**src/rtl/count_wrap_pkg.sv**
```systemverilog
// Shared types and default widths for the count wrap tracker.
package count_wrap_pkg;

  localparam int unsigned CNT_W_DEF  = 4;
  localparam int unsigned WRAP_W_DEF = 8;

  // ERR is only ever entered when step checking is compiled in.
  typedef enum logic [1:0] {
    IDLE  = 2'd0,
    TRACK = 2'd1,
    ERR   = 2'd2
  } state_e;

endpackage

```
**src/rtl/sat_ctr.sv**
```systemverilog
// Saturating up-counter with synchronous clear and async active-low reset.
module sat_ctr #(
  parameter int unsigned W = 8
) (
  input  logic         clk,
  input  logic         rst,
  input  logic         clr,
  input  logic         inc,
  output logic [W-1:0] cnt
);

  logic [W-1:0] cnt_q;

  // Clear wins; an increment at all-ones leaves the value pinned.
  always_ff @(posedge clk or negedge rst) begin
    if (!rst) begin
      cnt_q <= '0;
    end else if (clr) begin
      cnt_q <= '0;
    end else if (inc && (cnt_q != '1)) begin
      cnt_q <= cnt_q + W'(1);
    end
  end

  assign cnt = cnt_q;

endmodule

```
**src/rtl/count_wrap_tracker.sv**
```systemverilog
// Watches an up/down counter stream and reports wrap-arounds with one-cycle
// pulses and saturating tallies.
// Optional macro COUNT_WRAP_TRACKER_STEP_CHECK_EN: an illegal step locks the
// block in ERR with step_err set until clr or rst.
module count_wrap_tracker
  import count_wrap_pkg::*;
#(
  parameter int unsigned CNT_W  = CNT_W_DEF,
  parameter int unsigned WRAP_W = WRAP_W_DEF
) (
  input  logic              clk,
  input  logic              rst,
  input  logic [CNT_W-1:0]  cnt_in,
  input  logic              m_in,
  input  logic              cnt_vld,
  input  logic              clr,
  output logic              wrap_up,
  output logic              wrap_dn,
  output logic [WRAP_W-1:0] up_wraps,
  output logic [WRAP_W-1:0] dn_wraps,
  output logic              step_err
);

  state_e           state_q, state_d;
  logic [CNT_W-1:0] prev_q, prev_d;
  logic             wrap_up_q, wrap_dn_q;
  logic             in_track;
  logic             up_evt, dn_evt;

  // A comparison happens only with a held sample, valid input and no clear.
  assign in_track = (state_q == TRACK) && cnt_vld && !clr;

  // A wrap pattern is always a legal +1/-1 step, so no extra legality term.
  assign up_evt = in_track && !m_in && (prev_q == '1) && (cnt_in == '0);
  assign dn_evt = in_track &&  m_in && (prev_q == '0) && (cnt_in == '1);

`ifdef COUNT_WRAP_TRACKER_STEP_CHECK_EN
  logic [CNT_W-1:0] prev_inc, prev_dec;
  logic             step_ok;
  logic             err_q, err_d;

  assign prev_inc = prev_q + CNT_W'(1);
  assign prev_dec = prev_q - CNT_W'(1);
  assign step_ok  = (cnt_in == prev_q) ||
                    (!m_in && (cnt_in == prev_inc)) ||
                    ( m_in && (cnt_in == prev_dec));
`endif

  // Next-state logic for the FSM, the held sample and the error flag.
  always_comb begin
    state_d = state_q;
    prev_d  = prev_q;
`ifdef COUNT_WRAP_TRACKER_STEP_CHECK_EN
    err_d   = err_q;
`endif
    if (clr) begin
      state_d = IDLE;
      prev_d  = '0;
`ifdef COUNT_WRAP_TRACKER_STEP_CHECK_EN
      err_d   = 1'b0;
`endif
    end else begin
      case (state_q)
        IDLE: begin
          if (cnt_vld) begin
            state_d = TRACK;
            prev_d  = cnt_in;
          end
        end
        TRACK: begin
          if (!cnt_vld) begin
            // Losing a valid sample breaks continuity: forget it.
            state_d = IDLE;
            prev_d  = '0;
          end else begin
`ifdef COUNT_WRAP_TRACKER_STEP_CHECK_EN
            if (!step_ok) begin
              state_d = ERR;
              err_d   = 1'b1;
            end else begin
              prev_d = cnt_in;
            end
`else
            prev_d = cnt_in;
`endif
          end
        end
`ifdef COUNT_WRAP_TRACKER_STEP_CHECK_EN
        ERR: begin
          state_d = ERR;
        end
`endif
        default: begin
          state_d = IDLE;
          prev_d  = '0;
        end
      endcase
    end
  end

  // State, held sample and registered wrap pulses.
  always_ff @(posedge clk or negedge rst) begin
    if (!rst) begin
      state_q   <= IDLE;
      prev_q    <= '0;
      wrap_up_q <= 1'b0;
      wrap_dn_q <= 1'b0;
    end else begin
      state_q   <= state_d;
      prev_q    <= prev_d;
      wrap_up_q <= up_evt;
      wrap_dn_q <= dn_evt;
    end
  end

`ifdef COUNT_WRAP_TRACKER_STEP_CHECK_EN
  // Sticky error flag; only clr or rst drop it.
  always_ff @(posedge clk or negedge rst) begin
    if (!rst) begin
      err_q <= 1'b0;
    end else begin
      err_q <= err_d;
    end
  end

  assign step_err = err_q;
`else
  assign step_err = 1'b0;
`endif

  sat_ctr #(
    .W (WRAP_W)
  ) u_up_ctr (
    .clk (clk),
    .rst (rst),
    .clr (clr),
    .inc (up_evt),
    .cnt (up_wraps)
  );

  sat_ctr #(
    .W (WRAP_W)
  ) u_dn_ctr (
    .clk (clk),
    .rst (rst),
    .clr (clr),
    .inc (dn_evt),
    .cnt (dn_wraps)
  );

  assign wrap_up = wrap_up_q;
  assign wrap_dn = wrap_dn_q;

endmodule
```
**config.mk**
```make
export PLATFORM = sky130hd
export DESIGN_NAME = count_wrap_tracker
export DESIGN_NICKNAME = d
export VERILOG_FILES = /design/src/rtl/count_wrap_pkg.sv /design/src/rtl/sat_ctr.sv /design/src/rtl/count_wrap_tracker.sv
export SDC_FILE = /design/constraint.sdc
export NUM_CORES = 1
export LEC_CHECK = 0
export CAP_MARGIN = 30
export CORE_UTILIZATION = 65
export CTS_CLUSTER_DIAMETER = 200
export DETAILED_ROUTE_END_ITERATION = 7
export DONT_BUFFER_PORTS = 1
export GPL_TIMING_DRIVEN = 0
export HOLD_SLACK_MARGIN = 0.05
export PLACE_DENSITY = 0.84
export SYNTH_ARGS = -nofsm -noshare
export SYNTH_HDL_FRONTEND = slang
export SYNTH_SLANG_ARGS = --single-unit
```
**constraint.sdc**
```tcl
create_clock -name clk -period 3.7 [get_ports clk]
set_clock_uncertainty 0.2 [all_clocks]
set_input_delay 0.74 -clock clk [delete_from_list [all_inputs] [get_ports clk]]
set_output_delay 0.74 -clock clk [all_outputs]
set_load 0.02 [all_outputs]
```
-- Word level (Yosys, flattened, before mapping)
Cells that the tools add are included.
- bits of input ports: 9
- latch bits: 0
- memories kept: 0
- output and inout bits: 19
- bits in registers: 24
- memory bits (writable): 0
- ROM bits: 0
- bitwise operators: 0
- $mul: 0
- shifts and indexed selects: 0
- reduce and logical (&&, ||, !) cells: 18
- order comparisons: 0
- divide/modulo/power cells: 0
- multiplexer cells: 12
- equality and inequality tests: 7
- add/sub/neg operators: 2
- operators with widths (kind ; count):
    $mux W8 ; 4
    $add A8 B1 Y8 const B ; 2
    $ne A8 B8 Y1 const B ; 2
    $mux W4 ; 3
    $logic_and A1 B1 Y1 ; 10
    $eq A4 B4 Y1 const B ; 2
    $logic_not A4 Y1 ; 2
    $pmux W4 S2 ; 1
    $mux W2 ; 3
    $ne A3 B3 Y1 const B ; 2
    $pmux W2 S2 ; 1
    $reduce_bool A2 Y1 ; 2
    $eq A2 B1 Y1 const B ; 1
    $logic_not A1 Y1 ; 2
    $logic_not A2 Y1 ; 1
    $reduce_and A2 Y1 ; 1

-- Logic depth before layout (Yosys ltp)
Gate-level depths: netlist of the first run.
- depth after elaboration: 9
- gate-level depth with buffers: 6
- gate-level depth less buffers: 5

-- Modules after synthesis
Synthesis of the first run repeated with hierarchy kept, for this count alone.
- cells, all modules: 130
- area, all modules: 1265.0 um2
- modules (own cells, without submodules) (module ; area each (um2) ; cells each ; times used):
    sat_ctr ; 464.2 ; 49 ; 2
    count_wrap_tracker ; 336.6 ; 32 ; 1

-- Least setup slack after synthesis of the first run
OpenSTA, ideal clock, no wires.
- kind: input port to flip-flop
- from: input port cnt_in[1]
- to: register u_up_ctr.cnt_q[4], in the netlist u_up_ctr.cnt[4]
- setup slack: 1574 ps
- buffers on the path: 1
- arrival time: 1787 ps
- stages: 5
- data required time: 3360 ps
- path through: nor3_1 > nand4_4 > buf_2 > o311ai_0 > o41ai_1
- word-level cells in the longest chain between the ends: 4
- ends and longest elaborated chain (item ; line ; RTL):
    from (decl) ; count_wrap_tracker.sv:13 ; input logic [CNT_W-1:0] cnt_in,
    $logic_not A4 Y1 ; count_wrap_tracker.sv:34 ; assign up_evt = in_track && !m_in && (prev_q == '1) && (cnt_in == '0);
    $logic_and A1 B1 Y1 ; count_wrap_tracker.sv:34 ;
    $logic_and A1 B1 Y1 ; sat_ctr.sv:20 ; end else if (inc && (cnt_q != '1)) begin
    $reduce_bool A2 Y1 (no source line) ; -- ;
    to (signal assigned) ; sat_ctr.sv:21 ; cnt_q <= cnt_q + W'(1);
    to (decl) ; sat_ctr.sv:12 ; logic [W-1:0] cnt_q;
No other way between the ends.
A chain may end at the register's enable or synchronous reset.

-- Worst setup path after layout of the first run
- from: register u_dn_ctr.cnt_q[0], in the netlist u_dn_ctr.cnt[0]
- to: register u_dn_ctr.cnt_q[5], in the netlist u_dn_ctr.cnt[5]
- word-level cells in the longest chain between the ends: 3
- ends and longest elaborated chain (item ; line):
    from (decl) ; sat_ctr.sv:12
    from (signal assigned) ; sat_ctr.sv:21
    $add A8 B1 Y8 or $ne A8 B8 Y1 (tied branches) ; sat_ctr.sv:21, sat_ctr.sv:20
    $mux W8 or $logic_and A1 B1 Y1 (tied branches) ; sat_ctr.sv:20
    $mux W8 or $reduce_bool A2 Y1 (tied branches) ; --
Parallel ways exist; a longest one is shown, timed or not. The select of a mux whose other input is x is not followed.

==> results of run 1 <==
-- area by class of cell --
type	count	area share
multi-input combinational	86	0.442
tap	25	0.0244
buffer	6	0.0224
clock inverter	1	0.00390
timing repair buffer	2	0.0293
sequential	23	0.449
clock buffer	3	0.0176
inverter	4	0.0117
-- cells in the final DEF, fill, tap and decap left out --
cell                             n
sky130_fd_sc_hd__buf_16          1
sky130_fd_sc_hd__or3b_2          1
sky130_fd_sc_hd__mux2i_1         1
sky130_fd_sc_hd__and3b_2         1
sky130_fd_sc_hd__or4_1           4
sky130_fd_sc_hd__o41ai_1         6
sky130_fd_sc_hd__nor4_1          2
sky130_fd_sc_hd__or3_1           3
sky130_fd_sc_hd__conb_1          1
sky130_fd_sc_hd__nor2b_1         5
sky130_fd_sc_hd__buf_1           1
sky130_fd_sc_hd__nor2_1         10
sky130_fd_sc_hd__nand4_1         3
sky130_fd_sc_hd__ha_1            2
sky130_fd_sc_hd__o311ai_0        4
sky130_fd_sc_hd__nor3_1          1
sky130_fd_sc_hd__nor4b_1         1
sky130_fd_sc_hd__o32a_1          1
sky130_fd_sc_hd__inv_1           4
sky130_fd_sc_hd__mux2_2          2
sky130_fd_sc_hd__clkbuf_4        3
sky130_fd_sc_hd__o211ai_1        1
sky130_fd_sc_hd__nand2_1         7
sky130_fd_sc_hd__and4b_1         1
sky130_fd_sc_hd__dfrtp_1        23
sky130_fd_sc_hd__nand3_1         6
sky130_fd_sc_hd__clkbuf_1        2
sky130_fd_sc_hd__a22oi_1         4
sky130_fd_sc_hd__o21ai_0         4
sky130_fd_sc_hd__buf_2           2
sky130_fd_sc_hd__nand4_4         1
sky130_fd_sc_hd__and3_1          1
sky130_fd_sc_hd__clkinv_2        1
sky130_fd_sc_hd__a211oi_1        1
sky130_fd_sc_hd__dlygate4sd3_1   1
sky130_fd_sc_hd__or2_2           2
sky130_fd_sc_hd__a21oi_1         8
sky130_fd_sc_hd__buf_4           1
sky130_fd_sc_hd__o31ai_1         2
-- state kept, by name, summed over array words and instances, names as in the netlist --
name / count
state_q: 1
prev_q: 4
wrap_up: 1
wrap_dn: 1
u_up_ctr.cnt: 8
u_dn_ctr.cnt: 8
-- routing by layer --
metal	global-route usage	up-vias	share of wire
met4	0.103	0	0.013
li1	-	466	-
met1	0.355	467	0.42
met2	0.397	38	0.49
met5	0	-	0
met3	0.0720	4	0.072
-- power groups by stage --
stage	logic, mW	clock network, mW	registers (mW)
finish	0.0244	0.112	0.256
global route	0.0275	0.128	0.257
CTS	0.0213	0.118	0.256
detailed placement	0.0155	0	0.261
global placement	0.0151	0	0.261
floorplan	0.0128	0	0.260
-- logic make-up after synthesis --
group	share of synthesized area
simple gates	0.243
compound gates	0.184
flops	0.485
buf+inv	0.0369
mux	0.0274
fa+ha+maj	0.0211
other cells	0.00316
-- critical path: stages (launching register included) --
cell and delay [ns]:
sky130_fd_sc_hd__dfrtp_1 0.52, sky130_fd_sc_hd__ha_1 0.28, sky130_fd_sc_hd__nand3_1 0.18, sky130_fd_sc_hd__nor2_1 0.13, sky130_fd_sc_hd__nor4_1 0.32, sky130_fd_sc_hd__mux2_2 0.37
-- final timing paths --
path | slack, ns | to
setup / recovery | 1.60 | u_dn_ctr.cnt[5]
min in group asynchronous | 0.58 | u_up_ctr.cnt[6]
setup reg to reg | 1.60 | u_dn_ctr.cnt[5]
hold reg to reg | 0.36 | prev_q[2]
max in group asynchronous | 2.30 | u_up_ctr.cnt[4]
hold / removal | 0.36 | prev_q[2]
-- timing repair --
action | in CTS | in global routing
hold buffers | 1 | 0
endpoints found under the setup margin | 0 | 0
buffers inserted | 0 | 0
hold endpoints to repair | 23 | 0
==> impl_metrics.prom, run 1 <==
# TYPE chip_impl_metric gauge
chip_impl_info{name="status",value="complete, no violations"} 1
chip_impl_metric{name="ioPinCount",unit=""} 28
chip_impl_metric{name="holdPathStages",unit=""} 2
chip_impl_info{name="yosys.cell_count.top_type",value="sky130_fd_sc_hd__dfrtp_1"} 1
chip_impl_metric{name="post-route-drc-count",unit=""} 0
chip_impl_metric{name="yosysWarningCount",unit=""} 0
chip_impl_info{name="end_kind",value="flop"} 1
chip_impl_metric{name="cp.arrival",unit="ns"} 2.11
chip_impl_metric{name="syn-cell-area",unit="mm^2"} 0.00119
chip_impl_metric{name="final.setup.tns",unit="ns"} 0
chip_impl_metric{name="fin_crit",unit="ns"} 2.10
chip_impl_metric{name="power_report.internal_total",unit="mW"} 0.304
chip_impl_metric{name="seqPwrFrac",unit=""} 0.652
chip_impl_info{name="hold_path_class",value="reg2reg"} 1
chip_impl_metric{name="clockBufferDepth",unit=""} 2
chip_impl_metric{name="netSwitchingPower",unit="mW"} 0.0887
chip_impl_info{name="grt_setup_unrepaired",value="false"} 1
chip_impl_metric{name="layout-area-overhead-vs-synth",unit="%"} 8.12
chip_impl_info{name="min_from",value="prev_q[2]"} 1
chip_impl_metric{name="post_cts_resize_count",unit=""} 0
chip_impl_metric{name="detailed_place.area",unit="mm^2"} 0.00122
chip_impl_info{name="setup.worst_path.class",value="reg2reg"} 1
chip_impl_info{name="critical_path.startpoint",value="u_dn_ctr.cnt[0]"} 1
chip_impl_metric{name="post-place-ws",unit="ns"} 1.39
chip_impl_metric{name="route.antenna.remaining_nets",unit=""} 0
chip_impl_metric{name="postSynthRegisterBits",unit=""} 23
chip_impl_metric{name="insertion_delay",unit="ns"} 0.30
chip_impl_metric{name="power.static_leakage",unit="nW"} 0.545
chip_impl_info{name="tritoncts",value="yes"} 1
chip_impl_metric{name="layout_worst_path_cycle_share",unit=""} 0.568
chip_impl_info{name="ys_dominant_reg_cell",value="sky130_fd_sc_hd__dfrtp_1"} 1
chip_impl_metric{name="maximum_number_of_pins_on_one_net_before_global_route_repair",unit=""} 24
chip_impl_metric{name="final_core_utilization",unit=""} 0.743
chip_impl_metric{name="gpl.final_weighted_congestion",unit=""} 0.851
chip_impl_metric{name="initial_core_util",unit=""} 0.687
chip_impl_metric{name="cp.required",unit="ns"} 3.71
chip_impl_metric{name="power_frac_comb",unit=""} 0.062
chip_impl_metric{name="netlist.area_leader.share",unit=""} 0.485
chip_impl_metric{name="max-vdd-ir-drop",unit="V"} 0.000228
chip_impl_metric{name="synth_area_per_cell",unit="um^2"} 9.97
chip_impl_metric{name="number_of_iterations_in_the_first_detailed_routing_pass",unit=""} 4
chip_impl_metric{name="multi_input_area",unit="um^2"} 567
chip_impl_metric{name="final_net_count",unit=""} 137
chip_impl_metric{name="first_global_vias",unit=""} 844
chip_impl_metric{name="timing_max_transition_violations_final",unit=""} 0
chip_impl_metric{name="floorplan.die.height",unit="um"} 44.7
chip_impl_metric{name="final_setup_violating_endpoints",unit=""} 0
chip_impl_info{name="root_buffer",value="sky130_fd_sc_hd__clkbuf_4"} 1
chip_impl_metric{name="total_power",unit="mW"} 0.393
chip_impl_metric{name="post_synthesis_net_count",unit=""} 130
chip_impl_metric{name="grt_pass1_wl",unit="um"} 3720
chip_impl_metric{name="nFillCells",unit=""} 131
chip_impl_metric{name="clock_share_of_power",unit=""} 0.286
chip_impl_metric{name="switching_share",unit=""} 0.226
chip_impl_metric{name="max_clock_freq",unit="GHz"} 0.476
chip_impl_metric{name="postRouteWirelength",unit="um"} 2390
chip_impl_info{name="synth.top_cells.by_area",value="sky130_fd_sc_hd__dfrtp_1 (49%), sky130_fd_sc_hd__o41ai_1 (4.4%), sky130_fd_sc_hd__a21oi_1 (3.4%), sky130_fd_sc_hd__nor2_1 (3.2%), sky130_fd_sc_hd__o311ai_0 (3.0%)"} 1
chip_impl_metric{name="num_rows",unit=""} 15
chip_impl_metric{name="antenna_violations_before_repair",unit=""} 0
chip_impl_metric{name="total_clock_buffers_created_by_cts",unit=""} 3
chip_impl_info{name="rr_startpoint",value="u_dn_ctr.cnt[0]"} 1
chip_impl_metric{name="wl_per_cell",unit="um"} 15.9
chip_impl_metric{name="overall_global_routing_usage",unit=""} 0.260
chip_impl_metric{name="postLayoutSetupSlackWorst",unit="ns"} 1.60
chip_impl_metric{name="gr-total-overflow",unit=""} 0
chip_impl_metric{name="dp_cells",unit=""} 144
chip_impl_metric{name="synth_edf_count",unit=""} 0
chip_impl_metric{name="insertedDiodeCount",unit=""} 0
chip_impl_metric{name="timing_hold_violations_final",unit=""} 0
chip_impl_metric{name="asyncSetResetFlopFracSynth",unit=""} 1.00
chip_impl_metric{name="postLayoutCellArea",unit="mm^2"} 0.00128
chip_impl_metric{name="timing.critical_path.fanout_max",unit=""} 6
chip_impl_metric{name="final-instance-count-excl-fill",unit=""} 150
chip_impl_metric{name="sequential_to_total_area_share_from_yosys_stat",unit=""} 0.485
chip_impl_metric{name="vias_per_cell",unit=""} 6.50
chip_impl_metric{name="ctsHtreeMaxLevel",unit=""} 1
chip_impl_metric{name="clock_sinks",unit=""} 23
chip_impl_metric{name="maxCapViolCount",unit=""} 0
chip_impl_metric{name="power.density",unit="mW/mm^2"} 306
chip_impl_info{name="ys_top_cells_by_count",value="sky130_fd_sc_hd__dfrtp_1 (23), sky130_fd_sc_hd__nor2_1 (10), sky130_fd_sc_hd__a21oi_1 (8)"} 1
chip_impl_metric{name="reg2reg_depth",unit=""} 5
chip_impl_metric{name="detailed_place_hpwl",unit="um"} 1720
chip_impl_metric{name="drtIter0Drc",unit=""} 29
chip_impl_metric{name="die_width",unit="um"} 44.7
chip_impl_metric{name="vias",unit=""} 975
chip_impl_metric{name="path_clk_slew",unit="ns"} 0.12
chip_impl_metric{name="register_area",unit="um^2"} 576
chip_impl_info{name="synth.largest_area_cell",value="sky130_fd_sc_hd__dfrtp_1"} 1
chip_impl_metric{name="placeable_core_region",unit="mm^2"} 0.00173
chip_impl_metric{name="syn-instance-count",unit=""} 119
chip_impl_metric{name="die_footprint",unit="mm^2"} 0.00200
chip_impl_metric{name="io_buffers",unit=""} 0
chip_impl_info{name="critical_path.startpoint_type",value="flop"} 1
chip_impl_metric{name="drive_above_1_share",unit=""} 0.120
chip_impl_metric{name="ys_types",unit=""} 35
chip_impl_metric{name="hold_slack",unit="ns"} 0.360
(Power assumes the default switching activity.)
==> run 2, diff against run 1 <==
- CORE_UTILIZATION: 65 -> 61
- PLACE_DENSITY: 0.84 -> 0.8
- clock period: 3.7 -> 2.19 ns (I/O delays scaled with it)
==> impl_metrics.prom, run 2 (synthesized netlist as in run 1, its figures left out) <==
# TYPE chip_impl_metric gauge
chip_impl_info{name="status",value="complete, no violations"} 1
chip_impl_info{name="path_cells",value="ha_1 -> nand3_1 -> nor2_1 -> nor4_2 -> mux2_2"} 1
chip_impl_metric{name="insertedDiodeCount",unit=""} 0
chip_impl_info{name="mostFrequentLayoutCell",value="sky130_fd_sc_hd__dfrtp_1"} 1
chip_impl_metric{name="layout-area-overhead-vs-synth",unit="%"} 9.49
chip_impl_metric{name="detailed_place.area",unit="mm^2"} 0.00122
chip_impl_metric{name="overall_global_routing_usage",unit=""} 0.268
chip_impl_metric{name="insertion_delay",unit="ns"} 0.32
chip_impl_metric{name="timing_hold_violations_final",unit=""} 0
chip_impl_metric{name="detailed_place_hpwl",unit="um"} 1820
chip_impl_metric{name="postRouteWirelength",unit="um"} 2660
chip_impl_metric{name="timing_max_transition_violations_final",unit=""} 0
chip_impl_metric{name="placeable_core_region",unit="mm^2"} 0.00178
chip_impl_metric{name="io_buffers",unit=""} 0
chip_impl_metric{name="antenna_violations_before_repair",unit=""} 0
chip_impl_metric{name="fin_crit",unit="ns"} 2.06
chip_impl_metric{name="clockBufferDepth",unit=""} 2
chip_impl_metric{name="reg2reg_setup_slack",unit="ns"} 0.13
chip_impl_metric{name="postLayoutCellArea",unit="mm^2"} 0.00130
chip_impl_metric{name="drtIter0Drc",unit=""} 23
chip_impl_metric{name="drive_above_1_share",unit=""} 0.127
chip_impl_metric{name="final_net_count",unit=""} 138
chip_impl_info{name="setup.worst_path.class",value="reg2reg"} 1
chip_impl_info{name="hold_path_class",value="in2reg"} 1
chip_impl_metric{name="reg2reg_depth",unit=""} 5
chip_impl_metric{name="num_rows",unit=""} 15
chip_impl_metric{name="ioPinCount",unit=""} 28
chip_impl_metric{name="cp.required",unit="ns"} 2.21
chip_impl_info{name="worstHoldEndpoint",value="prev_q[0]"} 1
chip_impl_info{name="grt_setup_unrepaired",value="false"} 1
chip_impl_metric{name="route.antenna.remaining_nets",unit=""} 0
chip_impl_metric{name="die_width",unit="um"} 46.1
chip_impl_metric{name="cp_num_buf_inv",unit=""} 0
chip_impl_metric{name="holdPathStages",unit=""} 2
chip_impl_metric{name="cp.arrival",unit="ns"} 2.08
chip_impl_info{name="critical_path.startpoint_type",value="flop"} 1
chip_impl_metric{name="number_of_iterations_in_the_first_detailed_routing_pass",unit=""} 4
chip_impl_metric{name="path_clk_slew",unit="ns"} 0.12
chip_impl_info{name="end_kind",value="flop"} 1
chip_impl_metric{name="final.setup.tns",unit="ns"} 0
chip_impl_metric{name="postLayoutSetupSlackWorst",unit="ns"} 0.125
chip_impl_metric{name="power.density",unit="mW/mm^2"} 521
chip_impl_metric{name="grt_pass1_wl",unit="um"} 3890
chip_impl_metric{name="total_clock_buffers_created_by_cts",unit=""} 3
chip_impl_info{name="mostFrequentLayoutCells",value="sky130_fd_sc_hd__dfrtp_1 (23), sky130_fd_sc_hd__nor2_1 (10), sky130_fd_sc_hd__a21oi_1 (8)"} 1
chip_impl_metric{name="initial_core_util",unit=""} 0.665
chip_impl_metric{name="post-place-ws",unit="ns"} 0.116
chip_impl_metric{name="timing.critical_path.fanout_max",unit=""} 6
chip_impl_info{name="min_from",value="cnt_vld"} 1
chip_impl_metric{name="max_clock_freq",unit="GHz"} 0.484
chip_impl_metric{name="gpl.final_weighted_congestion",unit=""} 0.792
chip_impl_metric{name="clock_sinks",unit=""} 23
chip_impl_info{name="critical-path-top-delay-family",value="simple AND/OR/NAND/NOR gates"} 1
chip_impl_metric{name="first_global_vias",unit=""} 907
chip_impl_metric{name="critical_path_cell_count",unit=""} 5
chip_impl_info{name="crit_path_top_delay_cell",value="sky130_fd_sc_hd__dfrtp_1"} 1
chip_impl_metric{name="max-vdd-ir-drop",unit="V"} 0.000561
chip_impl_metric{name="ctsHtreeMaxLevel",unit=""} 1
chip_impl_metric{name="die_footprint",unit="mm^2"} 0.00212
chip_impl_metric{name="wl_per_cell",unit="um"} 17.6
chip_impl_metric{name="maxCapViolCount",unit=""} 0
chip_impl_info{name="timing.rr.end",value="u_dn_ctr.cnt[5]"} 1
chip_impl_metric{name="cts_post_setup_buffers_inserted",unit=""} 0
chip_impl_metric{name="floorplan.die.height",unit="um"} 46.1
chip_impl_info{name="tritoncts",value="yes"} 1
chip_impl_info{name="root_buffer",value="sky130_fd_sc_hd__clkbuf_4"} 1
chip_impl_metric{name="dp_cells",unit=""} 144
chip_impl_metric{name="final_setup_violating_endpoints",unit=""} 0
chip_impl_metric{name="post-route-drc-count",unit=""} 0
chip_impl_metric{name="vias_per_cell",unit=""} 6.53
chip_impl_info{name="rr_startpoint",value="u_dn_ctr.cnt[0]"} 1
chip_impl_metric{name="gr-total-overflow",unit=""} 0
chip_impl_metric{name="vias",unit=""} 986
chip_impl_metric{name="power.static_leakage",unit="nW"} 0.549
chip_impl_metric{name="critical_path.max_stage_delay",unit="ns"} 0.51
chip_impl_metric{name="final-instance-count-excl-fill",unit=""} 151
chip_impl_metric{name="layout_worst_path_cycle_share",unit=""} 0.943
chip_impl_metric{name="maximum_number_of_pins_on_one_net_before_global_route_repair",unit=""} 24
chip_impl_metric{name="total_power",unit="mW"} 0.677
run 2: cell count changes in the layout (fill, tap and decap cells not counted), sizes merged:
cell         previous run  this run
dlygate4sd3             1         2
run 2: power breakdown:
| part | internal [mW] | switching (mW) |
|---|---|---|
| clock | 0.0685 | 0.132 |
| combinational | 0.0179 | 0.0249 |
| sequential | 0.429 | 0.00368 |
| total | 0.516 | 0.161 |
run 2: what timing repair did:
action | CTS | global route
hold buffers | 1 | 1
resized for setup | 0 | 1
endpoints found under the hold margin | 23 | 1
endpoints found under the setup margin | 0 | 1
run 2: how the worst max path moves through the flow:
stage / to / slack [ns] / startpoint
2_1_floorplan: u_dn_ctr.cnt[5] / 0.29 / u_dn_ctr.cnt[0]
3_3_place_gp: u_dn_ctr.cnt[5] / 0.16 / u_dn_ctr.cnt[0]
3_5_place_dp: u_dn_ctr.cnt[5] / 0.12 / u_dn_ctr.cnt[0]
4_1_cts: u_dn_ctr.cnt[5] / 0.1 / u_dn_ctr.cnt[0]
5_1_grt: u_up_ctr.cnt[1] / 0.005 / u_up_ctr.cnt[0]
6_report: u_dn_ctr.cnt[5] / 0.13 / u_dn_ctr.cnt[0]
run 2: through the flow:
stage | hold slack (ns) | utilization
finish | 0.0881 | 0.728
global route | 0.0841 | 0.728
CTS | 0.0615 | 0.704
detailed placement | -0.0572 | 0.683
global placement | -0.0572 | 0.683
floorplan | -0.0576 | -
run 2: worst reg2reg max path: stages (launching register included):
cell                      delay [ns]
sky130_fd_sc_hd__dfrtp_1        0.51
sky130_fd_sc_hd__ha_1           0.27
sky130_fd_sc_hd__nand3_1        0.19
sky130_fd_sc_hd__nor2_1         0.15
sky130_fd_sc_hd__nor4_2         0.29
sky130_fd_sc_hd__mux2_2         0.36
run 2: layer usage:
| metal | global-route usage | part of all wire | vias up | wire length [um] |
|---|---|---|---|---|
| met5 | 0 | 0 | - | 0 |
| met2 | 0.437 | 0.52 | 31 | 1370 |
| met4 | 0.159 | 0.020 | 0 | 52 |
| li1 | - | - | 467 | - |
| met3 | 0.0510 | 0.041 | 4 | 109 |
| met1 | 0.327 | 0.42 | 484 | 1130 |
run 2: cell type report:
class,instances,area [um^2]
fillers,150,484
clock inverters,1,5.00
inverters,4,15.0
well taps,25,31.3
repair buffers,3,47.5
multi-input cells,86,573
plain buffers,6,28.8
clock buffers,3,22.5
flip-flops and latches,23,576
